==> src/rtl/sub32bit_serial_if.sv <==
// Handshake and data bundle for sub32bit_serial.
//   start        : request, sampled only while the block is idle or done
//   s, cout      : adder result to be decoded, captured at the accepted start
//   a, cin       : known adder operand and carry-in, captured at the accepted start
//   b, err       : recovered operand and out-of-range flag, valid while done=1
//   busy, done   : busy high during the bit-serial run, done a one-cycle result pulse
// The master drives the request side; the slave (the subtractor) drives results.
interface sub32bit_serial_if #(
    parameter int n = 32
);
    logic         start;
    logic [n-1:0] s;
    logic         cout;
    logic [n-1:0] a;
    logic         cin;
    logic [n-1:0] b;
    logic         err;
    logic         busy;
    logic         done;

    modport master (
        output start, s, cout, a, cin,
        input  b, err, busy, done
    );

    modport slave (
        input  start, s, cout, a, cin,
        output b, err, busy, done
    );
endinterface

==> src/rtl/sub32bit_serial.sv <==
// Bit-serial inverse of an n-bit full adder: recovers b = {cout,s} - a - cin,
// one bit per clock, LSB first.
//   clk  : rising-edge clock
//   rst  : asynchronous, active-high reset
//   bus  : sub32bit_serial_if slave modport (start/s/cout/a/cin in,
//          b/err/busy/done out)
// A run takes n clocks from the accepting edge to the done pulse. err is set
// when the true (n+1)-bit difference is negative or does not fit in n bits;
// b then holds the low n bits of the two's-complement result.
module sub32bit_serial #(
    parameter int n = 32
) (
    input  logic                 clk,
    input  logic                 rst,
    sub32bit_serial_if.slave     bus
);
    localparam int cw = (n > 2) ? $clog2(n) : 1;

    typedef enum logic [1:0] {
        IDLE = 2'd0,
        RUN  = 2'd1,
        DONE = 2'd2
    } state_t;

    state_t        state, state_next;
    logic [n-1:0]  s_sh, a_sh, b_sh;
    logic [n-1:0]  b_q;
    logic          err_q;
    logic          cout_q;
    logic          borrow;
    logic [cw-1:0] cnt;

    logic          accept;
    logic          last;
    logic          sb, ab, d, borrow_nx;

    assign accept = bus.start && (state == IDLE || state == DONE);
    assign last   = (cnt == cw'(n - 1));

    // One step of a ripple subtractor on the current LSBs.
    assign sb        = s_sh[0];
    assign ab        = a_sh[0];
    assign d         = sb ^ ab ^ borrow;
    assign borrow_nx = (~sb & ab) | (~(sb ^ ab) & borrow);

    // NOTE: sequential state uses non-blocking assignments so every register
    // samples pre-edge values, independent of statement order.
    always_ff @(posedge clk or posedge rst) begin
        if (rst) state <= IDLE;
        else     state <= state_next;
    end

    // NOTE: every output of a combinational block gets a default first, so no
    // path through the case leaves it unassigned and no latch is inferred.
    always_comb begin
        state_next = state;
        unique case (state)
            IDLE:    if (bus.start) state_next = RUN;
            RUN:     if (last)      state_next = DONE;
            DONE:    state_next = bus.start ? RUN : IDLE;
            default: state_next = IDLE;
        endcase
    end

    always_ff @(posedge clk or posedge rst) begin
        if (rst) begin
            s_sh   <= '0;
            a_sh   <= '0;
            b_sh   <= '0;
            b_q    <= '0;
            err_q  <= 1'b0;
            cout_q <= 1'b0;
            borrow <= 1'b0;
            cnt    <= '0;
        end else if (accept) begin
            // b_q/err_q keep the previous result until this run completes.
            s_sh   <= bus.s;
            a_sh   <= bus.a;
            cout_q <= bus.cout;
            borrow <= bus.cin;
            cnt    <= '0;
        end else if (state == RUN) begin
            s_sh   <= s_sh >> 1;
            a_sh   <= a_sh >> 1;
            b_sh   <= {d, b_sh[n-1:1]};
            borrow <= borrow_nx;
            cnt    <= cnt + cw'(1);
            if (last) begin
                b_q   <= {d, b_sh[n-1:1]};
                // cout=0 with a final borrow: negative. cout=1 without one:
                // the difference still carries bit n, so it is >= 2^n.
                err_q <= cout_q ^ borrow_nx;
            end
        end
    end

    assign bus.b    = b_q;
    assign bus.err  = err_q;
    assign bus.busy = (state == RUN);
    assign bus.done = (state == DONE);
endmodule

==> src/flat_wrapper.sv <==
// flat-port wrapper written by rule: the top's interface ports become plain ports
module sub32bit_serial_flat 
#(
    parameter int n = 32
)
  (clk, rst, bus_start, bus_s, bus_cout, bus_a, bus_cin, bus_b, bus_err, bus_busy, bus_done);
  sub32bit_serial_if #(.n(n)) bus_i ();
  input  logic clk;
  input  logic rst;
  input wire logic [$bits(bus_i.start)-1:0] bus_start;
  input wire logic [$bits(bus_i.s)-1:0] bus_s;
  input wire logic [$bits(bus_i.cout)-1:0] bus_cout;
  input wire logic [$bits(bus_i.a)-1:0] bus_a;
  input wire logic [$bits(bus_i.cin)-1:0] bus_cin;
  output wire logic [$bits(bus_i.b)-1:0] bus_b;
  output wire logic [$bits(bus_i.err)-1:0] bus_err;
  output wire logic [$bits(bus_i.busy)-1:0] bus_busy;
  output wire logic [$bits(bus_i.done)-1:0] bus_done;
  assign bus_i.start = bus_start;
  assign bus_i.s = bus_s;
  assign bus_i.cout = bus_cout;
  assign bus_i.a = bus_a;
  assign bus_i.cin = bus_cin;
  assign bus_b = bus_i.b;
  assign bus_err = bus_i.err;
  assign bus_busy = bus_i.busy;
  assign bus_done = bus_i.done;
  sub32bit_serial #(.n(n)) u_core (.clk(clk), .rst(rst), .bus(bus_i));
endmodule
==> config.mk <==
export PLATFORM = sky130hd
export DESIGN_NAME = sub32bit_serial_flat
export DESIGN_NICKNAME = d
export VERILOG_FILES = /design/src/rtl/sub32bit_serial_if.sv /design/src/rtl/sub32bit_serial.sv /design/src/flat_wrapper.sv
export SDC_FILE = /design/constraint.sdc
export NUM_CORES = 1
export LEC_CHECK = 0
export ABC_AREA = 1
export ABC_CLOCK_PERIOD_IN_PS = 4820
export CAP_MARGIN = 10
export CORE_ASPECT_RATIO = 1.75
export CORE_UTILIZATION = 45
export CTS_BUF_LIST = sky130_fd_sc_hd__clkbuf_8
export DETAILED_ROUTE_END_ITERATION = 10
export GPL_TIMING_DRIVEN = 0
export PLACE_DENSITY = 0.7
export SLEW_MARGIN = 20
export SYNTH_ARGS = -nofsm -noshare
export SYNTH_HDL_FRONTEND = slang
export SYNTH_SLANG_ARGS = --single-unit
==> constraint.sdc <==
create_clock -name clk -period 4.82 [get_ports clk]
set_input_delay 0.482 -clock clk [delete_from_list [all_inputs] [get_ports clk]]
set_output_delay 0.482 -clock clk [all_outputs]
set_load 0.02 [all_outputs]
# ---- After elaboration in Yosys (flattened, before gate mapping)
# Cells that the tools add are included.
# W data, S select, Z words.
dict set report word_totals {
  register_bits 138
  inputBits 69
  word_cells 43
}
dict set report op_classes {
  add_sub_neg 1
  n_eq_ne 5
  n_mux 12
  bitwise 9
  reduce_logical 7
}
# cell n
set op_table {}
lappend op_table {{$mux W32} 4}
lappend op_table {{$mux W5} 2}
lappend op_table {{$pmux W2 S3} 1}
lappend op_table {{$add A5 B1 Y5 const B} 1}
lappend op_table {{$eq A5 B5 Y1 const B} 1}
lappend op_table {{$mux W2} 2}
lappend op_table {{$reduce_and A2 Y1} 2}
lappend op_table {{$mux W1} 3}
lappend op_table {{$not A1 Y1} 3}
lappend op_table {{$reduce_and A3 Y1} 1}
lappend op_table {{$xor A1 B1 Y1} 3}
lappend op_table {{$and A1 B1 Y1} 2}
lappend op_table {{$eq A2 B1 Y1 const B} 1}
lappend op_table {{$eq A2 B2 Y1 const B} 1}
lappend op_table {{$logic_not A2 Y1} 1}
lappend op_table {{$ne A2 B1 Y1 const B} 1}
lappend op_table {{$ne A2 B2 Y1 const B} 1}
lappend op_table {{$reduce_bool A2 Y1} 1}
lappend op_table {{$logic_and A1 B1 Y1} 1}
lappend op_table {{$logic_or A1 B1 Y1} 1}
lappend op_table {{$or A1 B1 Y1} 1}

# ---- Depth between registers and ports, before layout
dict set report depth {
  ltp_word 6
  mapped_depth 9
}

# ---- Worst setup path before layout
# Ideal clock, no wire load.
dict set report synth_timing {
  path_kind {register to register}
  start {reg u_core.cnt[0]}
  end {reg u_core.b_q[8], in the netlist u_core.bus.b[8]}
  setup_time_ns 0.077
  t_arrival_ns 1.385
  t_required_ns 4.743
  setup_slack_ns 3.358
  stages_incl_launch_ff 10
  n_path_buf 2
  synth_period_minus_slack_ns 1.462
  path_cell_list {dfrtp_1 ha_1 inv_1 nor2_1 ha_1 nand2_2 buf_4 buf_2 nand2_1 o21ai_1}
}
dict set report synth_via {
  elab_chain_cells 2
}
# item line_no
set synth_lines {}
lappend synth_lines {{from (decl)} sub32bit_serial.sv:31} ;# logic [cw-1:0] cnt;
lappend synth_lines {{from (signal assigned)} sub32bit_serial.sv:87} ;# cnt <= cnt + cw'(1);
lappend synth_lines {{$eq A5 B5 Y1} sub32bit_serial.sv:38} ;# assign last = (cnt == cw'(n - 1));
lappend synth_lines {{$reduce_and A3 Y1 (no source line)} --}
lappend synth_lines {{to (signal assigned)} sub32bit_serial.sv:89} ;# b_q <= {d, b_sh[n-1:1]};
lappend synth_lines {{to (decl)} sub32bit_serial.sv:27} ;# logic [n-1:0] b_q;
# Every way passes these cells.
# A chain may end at the register's enable or synchronous reset.

# ---- Worst setup path after layout
dict set report layout_timing {
  start {reg u_core.state[0]}
  end {out bus_busy}
}
dict set report layout_via {
  elab_chain_cells 1
}
# item line_no
set layout_lines {}
lappend layout_lines {{from (decl)} sub32bit_serial.sv:25} ;# state_t state, state_next;
lappend layout_lines {{from (signal assigned)} sub32bit_serial.sv:50} ;# else state <= state_next;
lappend layout_lines {{$eq A2 B1 Y1} sub32bit_serial.sv:99} ;# assign bus.busy = (state == RUN);
lappend layout_lines {{to (decl)} flat_wrapper.sv:17} ;# output wire logic [$bits(bus_i.busy)-1:0] bus_busy;
# Every way passes these cells.

==> out/qor.txt <==
Cells after DPL: 974
Worst Tran Pin Value: 0.556 ns
I/O pin cnt: 104
Max H-tree Level: 4
Yosys top cell by area: dfrtp_1
drt initial violations: 256
antenna violations before repair: 0
DP Wirelength: 9.23 mm
DR pass1 iterations: 4
Die Area: 0.0135 mm²
Synthesis Warnings: 0
pre-CTS WS: 2.64 ns
Mapped Avg Cell Area: 8.36 µm²
Leakage Power: 3.76 nW
CP max-delay cell: clkdlybuf4s50_1
CTS tree: built
Slew Viols, Final: 0
status: finished clean
Fin Hold WS: 0.385 ns
max cap viols: 0
placement-stage cell area: 0.00714 mm²
GR Overflow Total: 0
total core area: 0.0126 mm²
ant diodes: 0
critical path arrival: 2.05 ns
sequential area share after synthesis: 58.4%
vias in the first global route: 4899
RSZ-0062 raised after global routing: no
Core Rows: 54
hold crit path type: input port to async pin
CTS sink count: 137
first-pass GRT wire length: 21.9 mm
leading cell types in the layout, fill and taps excluded: nand2_1 (247), dfrtp_1 (137), clkdlybuf4s50_1 (103)
final net count: 897
largest net degree at the start of global routing: 111
PD cells: 627 mW/mm²
CP Capture Type: primary output
Yosys top cell area share: 58.4%
Chip Width: 88.3 µm
routability cong.: 0.814
largest cells by area after synthesis: dfrtp_1 (58%), nand2_1 (16%), inv_1 (6.4%), o21ai_0 (5.6%), nand3_1 (5.2%)
per-cell routed wire length: 12.4 µm
hold_buf cts: 0
clock skew: 0.0116 ns
PnR worst setup slack: 2.28 ns
CTS Buffer Depth: 2
final period utilization: 52.6%
routed vias/inst: 4.76
maximum vdd drop: 270 µV
cell-by-cell trace of the critical path: inv_2, nor2_4, buf_2, clkdlybuf4s50_1
residual DRC count: 0
Final ANT Viol Nets: 0
Gates resized, CTS repair: 0
Mapped Nets: 774
GRT Util Overall: 20.5%
Storage cell area: 0.00343 mm²
post-detailed-routing wire length: 12.4 mm
CTS root buffer: clkbuf_8
Syn Std Cell Area: 0.00587 mm²
Hold Fails Final Rpt: 0
Routed met3 length: 339 µm
clk_lat worst skew: 0.43 ns
fin area: 0.00756 mm²
Finish-stage setup viols: 0
Post-CTS Setup Inserts: 0
metal2 WL: 6.62 mm
CP required: 4.34 ns
Fillers: 1194
Port Buffers: 103
Max Clock Freq: 0.394 GHz
metal1 wirelength: 5.20 mm
Die H: 153 µm
commonest non-fill, non-tap cell in the layout: nand2_1
CP max stage delay: 0.64 ns
CTS clk-pin slew, worst paths: 0.08 ns
post-synth cell types: 21
Crit Path Class: flip-flop to primary output
post-layout power: 0.00475 W
area taken by multi-input logic gates: 0.00186 mm²
Setup crit start kind: flip-flop
Seq cells post-synth: 137
Initial Util: 46.7%
Rel. slew slack: 62.9%
routed via count: 4792
post-route minimum period: 2.54 ns
layout cells sized above 1: 7.88%
Crit Path Max Fanout: 10
TritonCTS buffer count: 17
Mapped Cells: 702
Finished Layout Cells: 1006
uppermost layer routed: met4
area grow syn2layout: 28.9%
cells in the mapped netlist, drive strengths merged:
library cell,instances
a21oi,2
buf,24
clkbuf,13
dfrtp,137
fa,1
ha,2
inv,102
nand2,250
nand3,61
nor2,11
nor3,1
o21ai,96
or2,1
xor2,1
routing by layer:
metal,up-vias,GRT usage (%)
met5,-,0
met4,0,9.22
met3,18,4.00
met2,97,35.2
met1,2275,24.2
li1,2402,-
cells by family (layout without fill, tap and decap cells):
logic type	count (synthesis)	count (layout)	share of synthesized area, %
AND/OR/NAND/NOR	324	324	22.4
buffers and inverters	139	275	9.81
flip-flops	137	137	58.4
AO/OA/AOI/OAI	98	98	8.49
adder cells (fa/ha/maj)	3	3	0.768
XOR/XNOR	1	1	0.149
report_power, final:
| group | total (W) | internal [W] | switching (W) |
|---|---|---|---|
| combinational | 0.00183 | 0.000752 | 0.00108 |
| sequential | 0.00194 | 0.00168 | 0.000256 |
| clock | 0.000976 | 0.000529 | 0.000447 |
| total | 0.00475 | 0.00296 | 0.00178 |
worst max-delay path: cells and delay by family, from the launching register on:
family	cells	cell delay [ns]
buffers and inverters	3	0.99
flip-flops	1	0.41
AND/OR/NAND/NOR	1	0.23
sequential cells by signal (all words and copies together) (netlist names):
name            count
u_core.s_sh        32
u_core.b_sh        31
u_core.borrow       1
u_core.a_sh        32
u_core.bus.b       32
u_core.cnt          5
u_core.state        2
u_core.bus.err      1
u_core.cout_q       1
final cells by class:
type | count | share of cell area, %
timing repair buffer | 104 | 14.0
buffer | 37 | 2.55
clock inverter | 14 | 2.28
sequential | 137 | 45.3
multi-input combinational | 426 | 24.6
clock buffer | 18 | 3.28
tap | 168 | 2.78
inverter | 102 | 5.16
worst paths after layout:
check                                 from  cells past startpoint  slack [ns]          endpoint
max                        u_core.state[0]                      4        2.28          bus_busy
min                                    rst                      2        0.38  u_core.bus.b[14]
max reg2reg                  u_core.cnt[0]                      8        3.06   u_core.bus.b[0]
min reg2reg                u_core.a_sh[10]                      2        0.49   u_core.a_sh[10]
max in group asynchronous              rst                      3        3.64    u_core.a_sh[7]
min in group clk           u_core.a_sh[10]                      2        0.49   u_core.a_sh[10]
stage by stage:
step           TNS, ns  utilization (%)
5_1_grt              0             60.2
6_report             0             60.2
4_1_cts              0             60.2
3_3_place_gp   -145.62             56.6
2_1_floorplan        0                -
3_5_place_dp         0             56.8
(Power assumes the default switching activity.)
==> variant 1, RTL diff (same flow settings) <==
Re-encode `state_t` (3 states) as one-hot, 3 bits wide.
--- a/src/rtl/sub32bit_serial.sv
+++ b/src/rtl/sub32bit_serial.sv
@@ -16,10 +16,10 @@
 );
     localparam int cw = (n > 2) ? $clog2(n) : 1;
 
-    typedef enum logic [1:0] {
-        IDLE = 2'd0,
-        RUN  = 2'd1,
-        DONE = 2'd2
+    typedef enum logic [2:0] {
+        IDLE = 3'b001,
+        RUN  = 3'b010,
+        DONE = 3'b100
     } state_t;
 
     state_t        state, state_next;
Check against the original RTL: no difference found for any inputs over 10 cycles, from zero or initial values and one cycle with rst high; not proved beyond that.
==> variant 1 against the original RTL <==
Critical path depth is 1 higher; sequential share of layout area is 0.70 points lower; sequential cell count is 1 higher; routed wire length is 17% higher; final area is 2.3% higher; power is 22% lower; first-iteration DRC count is 62% higher; synthesized area is 4.1% higher; setup slack worse by 330 ps; via count is 9.8% higher; critical path type unchanged.
==> variant 1: results (changes against the original RTL) <==
Synth top cells by count -> nand2_1 (230), nand3_1 (144), dfrtp_1 (137) (was nand2_1 (247), dfrtp_1 (137), inv_1 (100))
Post-Syn Area per Cell -> 8.56 µm² (was 8.36 µm²)
Arr. time, crit path -> 2380 ps (was 2050 ps)
Net count, final -> 907 (was 897)
FILL cells -> 1182 (was 1194)
Clock Skews -> 11.1 ps (was 11.6 ps)
DP HPWL -> 10600 µm (was 9230 µm)
largest net degree at the start of global routing -> 110 (was 111)
via count -> 5261 (was 4792)
Worst-Skew Late Latency -> 440 ps
Worst-Margin Slew -> 583 ps (was 556 ps)
R2R cell count -> 9 (was 8)
RePlAce Congestion -> 0.837 (was 0.814)
Non-Filler Instances -> 1021 (was 1006)
Yosys warning count -> 0 (unchanged)
first-pass GRT wire length -> 24600 µm (was 21900 µm)
# resized after CTS -> 0 (unchanged)
First-pass DRT Iterations -> 5 (was 4)
dpl cells -> 990 (was 974)
Netlist cell types -> 24 (was 21)
worst min-delay path class -> in2async (unchanged)
top cells by area, synth -> dfrtp_1 (56%), nand2_1 (14%), nand3_1 (12%) (was dfrtp_1 (58%), nand2_1 (16%), inv_1 (6.4%))
peak supply drop -> 0.291 mV (was 0.270 mV)
Buffers on Ports -> 102 (was 103)
setup slack on the worst flop-to-flop path -> 3020 ps (was 3060 ps)
Leak -> 3.62 nW (was 3.76 nW)
Async S/R FF share, synth -> 100% (unchanged)
Reg-to-Reg End -> u_core.bus.b[19]$_DFFE_PP0P_ (was u_core.bus.b[0]$_DFFE_PP0P_)
Seq/Total Area, Yosys -> 56.6% (was 58.4%)
DP Worst Slack -> 2410 ps (was 2640 ps)
CP Max Fanout -> 10 (unchanged)
vias in the first global route -> 5246 (was 4899)
DR iter-0 viols -> 414 (was 256)
DR WL/cell -> 14.2 µm (was 12.4 µm)
Reg-to-Reg Start -> u_core.cnt[0]$_DFFE_PP0P_ (unchanged)
layout cells sized above 1 -> 8.62% (was 7.88%)
status -> completed (unchanged)
GR Util All Layers -> 22.1% (was 20.5%)
Syn Nets -> 785 (was 774)
WHS -> 387 ps (was 385 ps)
[variant 1: cell count changes in the layout (fill, tap and decap cells not counted), sizes merged, moves of 2 or more]
cell and change:
o21ai -31, bufinv -2, clkinvlp +2, nand3b +27
buf +16, nand2 -20, nand3 +85, inv -60
nor2 -7
[variant 1: area by class of cell]
type                    instances  area (µm²)  share of cell area [%]
plain buffers                  51         251                    3.25
clock buffers                  19         262                    3.38
clock inverters                12         100                    1.29
inverters                      44         173                    2.23
multi-input cells             480        2230                    28.9
flip-flops and latches        138        3450                    44.6
well taps                     174         218                    2.81
repair buffers                103        1050                    13.5
[variant 1: worst max-delay path by stage]
| stage | slack (ps) | endpoint | start | cells after the start |
|---|---|---|---|---|
| after CTS | 1920 | bus_busy | u_core.state[2]$_DFFE_PP0P_ | 5 |
| after global routing | 1790 | bus_busy | u_core.state[2]$_DFFE_PP0P_ | 5 |
| final | 1960 | bus_busy | u_core.state[2]$_DFFE_PP0P_ | 5 |
| after global placement | -1110 | u_core.a_sh[14]$_DFFE_PP0P_ | rst | 2 |
| after floorplan | 640 | u_core.a_sh[0]$_DFFE_PP0P_ | rst | 1 |
| after detailed placement | 2410 | bus_busy | u_core.state[2]$_DFFE_PP0P_ | 5 |
[variant 1: power by group]
| group | switching (mW) | internal [mW] |
|---|---|---|
| logic | 0.734 | 0.441 |
| clock network | 0.436 | 0.428 |
| registers | 0.189 | 1.49 |
[variant 1: critical path, stage by stage (launching register included)]
cell             delay, ps
dfrtp_1                390
inv_1                  130
nand3_4                140
inv_2                  160
clkbuf_1               410
clkdlybuf4s50_1        700
[variant 1: per-stage QoR]
stage               instance area [µm²]  TNS (ps)  total power, mW
floorplan                          6110         0             2.51
global placement                   7340   -150180             2.80
detailed placement                 7380         0             2.87
CTS                                7740         0             3.75
global route                       7740         0             3.99
finish                             7740         0             3.72
[variant 1: cell families after synthesis]
| family | share of synthesized area, % |
|---|---|
| xor gates and xnor gates | 0.287 |
| AOI/OAI and AO/OA | 5.41 |
| and+or+nand+nor | 30.2 |
| buffers and inverters | 6.82 |
| DFF | 56.6 |
| adders and majority gates | 0.738 |
[variant 1: metal layers]
metal | vias up | GRT usage [%] | part of all wire [%]
met4 | 0 | 7.91 | 1.8
met3 | 23 | 5.12 | 3.3
met2 | 132 | 41.2 | 55
met5 | - | 0 | 0
met1 | 2555 | 24.4 | 40
li1 | 2551 | - | -
==> variant 2, RTL diff (same settings) <==
Made on the original files. `n` is set to 32 in 3 places; all go to 64.
--- a/src/rtl/sub32bit_serial_if.sv
+++ b/src/rtl/sub32bit_serial_if.sv
@@ -6,7 +6,7 @@
 //   busy, done   : busy high during the bit-serial run, done a one-cycle result pulse
 // The master drives the request side; the slave (the subtractor) drives results.
 interface sub32bit_serial_if #(
-    parameter int n = 32
+    parameter int n = 64
 );
     logic         start;
     logic [n-1:0] s;
--- a/src/rtl/sub32bit_serial.sv
+++ b/src/rtl/sub32bit_serial.sv
@@ -8,7 +8,7 @@
 // when the true (n+1)-bit difference is negative or does not fit in n bits;
 // b then holds the low n bits of the two's-complement result.
 module sub32bit_serial #(
-    parameter int n = 32
+    parameter int n = 64
 ) (
     input  logic                 clk,
     input  logic                 rst,
--- a/src/flat_wrapper.sv
+++ b/src/flat_wrapper.sv
@@ -1,7 +1,7 @@
 // flat-port wrapper written by rule: the top's interface ports become plain ports
 module sub32bit_serial_flat 
 #(
-    parameter int n = 32
+    parameter int n = 64
 )
   (clk, rst, bus_start, bus_s, bus_cout, bus_a, bus_cin, bus_b, bus_err, bus_busy, bus_done);
   sub32bit_serial_if #(.n(n)) bus_i ();
Interface: changed (resized bus_a, bus_b and bus_s); port bits go from 104 to 200. No check against the original RTL was run, so the function may have changed too.
==> variant 2 against the original RTL <==
Count of clock-buffer cells in the layout grew 36; synthesized area grew 89%; synthesized cell count grew 75%; setup slack lost 160 ps; final cell count grew 81%; final area grew 92%; sequential cell count grew 129; power shrank 9.0%; routed wire length grew 110%; sequential share of layout area grew 0.54 points; sequential power grew 15%; register-to-register slack gained 130 ps; first-iteration DRC count grew 44%; critical path type unchanged; largest power group unchanged; highest routed layer unchanged.
==> variant 2: results (changes against the original RTL) <==
status -> completed (unchanged)
maximum clock path buffer count -> 3 (was 2)
H-tree depth -> 2 (was 4)
Arr. time, crit path -> 2210 ps (was 2050 ps)
Clock Skews -> 25.7 ps (was 11.6 ps)
clock-pin transition on the worst setup and hold timing paths -> 70 ps
DR iter-0 viols -> 368 (was 256)
Syn Nets -> 1367 (was 774)
DRT Wirelength -> 26000 µm (was 12400 µm)
Synth top cells by count -> nand2_1 (403), dfrtp_1 (266), o21ai_0 (171) (was nand2_1 (247), dfrtp_1 (137), inv_1 (100))
R2R cell count -> 5 (was 8)
Worst-Margin Slew -> 496 ps (was 556 ps)
RePlAce Congestion -> 0.796 (was 0.814)
Netlist cell types -> 26 (was 21)
Leak -> 6.79 nW (was 3.76 nW)
Net count, final -> 1617 (was 897)
GR Util All Layers -> 21.7% (was 20.5%)
largest net degree at the start of global routing -> 35 (was 111)
DP Worst Slack -> 2320 ps (was 2640 ps)
initial antenna violation count -> 2 (was 0)
Non-Filler Instances -> 1821 (was 1006)
layout cells sized above 1 -> 11.8% (was 7.88%)
Worst-Skew Late Latency -> 560 ps (was 430 ps)
peak supply drop -> 0.208 mV (was 0.270 mV)
CTS Buf Count -> 40 (was 17)
via count -> 8954 (was 4792)
Seq/Total Area, Yosys -> 60.0% (was 58.4%)
DP HPWL -> 19300 µm (was 9230 µm)
vias in the first global route -> 9196 (was 4899)
variant 2: cell types whose count changed after synthesis, moves of 3 or more:
| cell | before | now |
|---|---|---|
| nand3_1 | 61 | 65 |
| nand2_1 | 247 | 403 |
| nor2_1 | 10 | 71 |
| o21ai_2 | 2 | 50 |
| clkbuf_1 | 13 | 26 |
| dfrtp_1 | 137 | 266 |
| buf_6 | 3 | 12 |
| buf_4 | 2 | 5 |
| buf_2 | 19 | 34 |
| o21ai_0 | 66 | 171 |
| inv_1 | 100 | 76 |
| o21ai_1 | 28 | 34 |
variant 2: where the power goes:
group	leakage (nW)	switching, mW	internal [mW]
Clock	0.483	0.866	1.05
Sequential	3.48	0	2.23
Combinational	2.83	0.0608	0.107
Total	6.79	0.927	3.39
variant 2: cell families after synthesis:
kind of cell / after synthesis / share of synthesized area [%]
compound gates: 262 / 13.6
xor+xnor: 1 / 0.0789
fa+ha+maj: 2 / 0.293
buf+inv: 156 / 6.66
flops: 266 / 60.0
simple gates: 545 / 19.4
variant 2: path summary, 6_finish.rpt:
path	start	endpoint	slack [ps]
worst max-delay path	u_core.state[1]$_DFFE_PP0P_	bus_busy	2120
worst min-delay path	rst	u_core.bus.b[47]$_DFFE_PP0P_	250
worst max register to register	u_core.state[0]$_DFFE_PP0P_	u_core.b_sh[26]$_DFFE_PP0P_	3190
worst min register to register	u_core.b_sh[1]$_DFFE_PP0P_	u_core.bus.b[0]$_DFFE_PP0P_	460
max in group asynchronous	rst	u_core.bus.b[9]$_DFFE_PP0P_	2990
min in group clk	u_core.b_sh[1]$_DFFE_PP0P_	u_core.bus.b[0]$_DFFE_PP0P_	460
variant 2: layout make-up:
cell class	instances	area (µm²)
clock inverters	17	98.8
fillers	2118	9610
well taps	308	385
flip-flops and latches	266	6660
plain buffers	77	440
clock buffers	54	743
multi-input cells	810	3710
inverters	79	303
repair buffers	208	2170
diodes	2	5.00
variant 2: routing by layer:
metal / vias to the layer above / global-route usage (%) / part of all wire (%) / routed length, µm
met4: 0 / 9.20 / 3.2 / 822
met5: - / 0 / 0 / 0
li1: 4437 / - / - / -
met2: 212 / 39.5 / 53 / 13800
met1: 4257 / 24.3 / 40 / 10300
met3: 48 / 4.18 / 4.2 / 1090
variant 2: worst max-delay path, stage by stage, from the launching register on:
cell	delay, ps
dfrtp_1	380
inv_1	110
nand2_2	130
inv_4	160
buf_2	250
clkdlybuf4s50_1	650
variant 2: per-stage QoR:
step | TNS, ps | instance area (µm²)
finish | 0 | 14500
floorplan | 0 | 11100
detailed placement | 0 | 13700
CTS | 0 | 14500
global placement | -282950 | 13500
global route | 0 | 14500
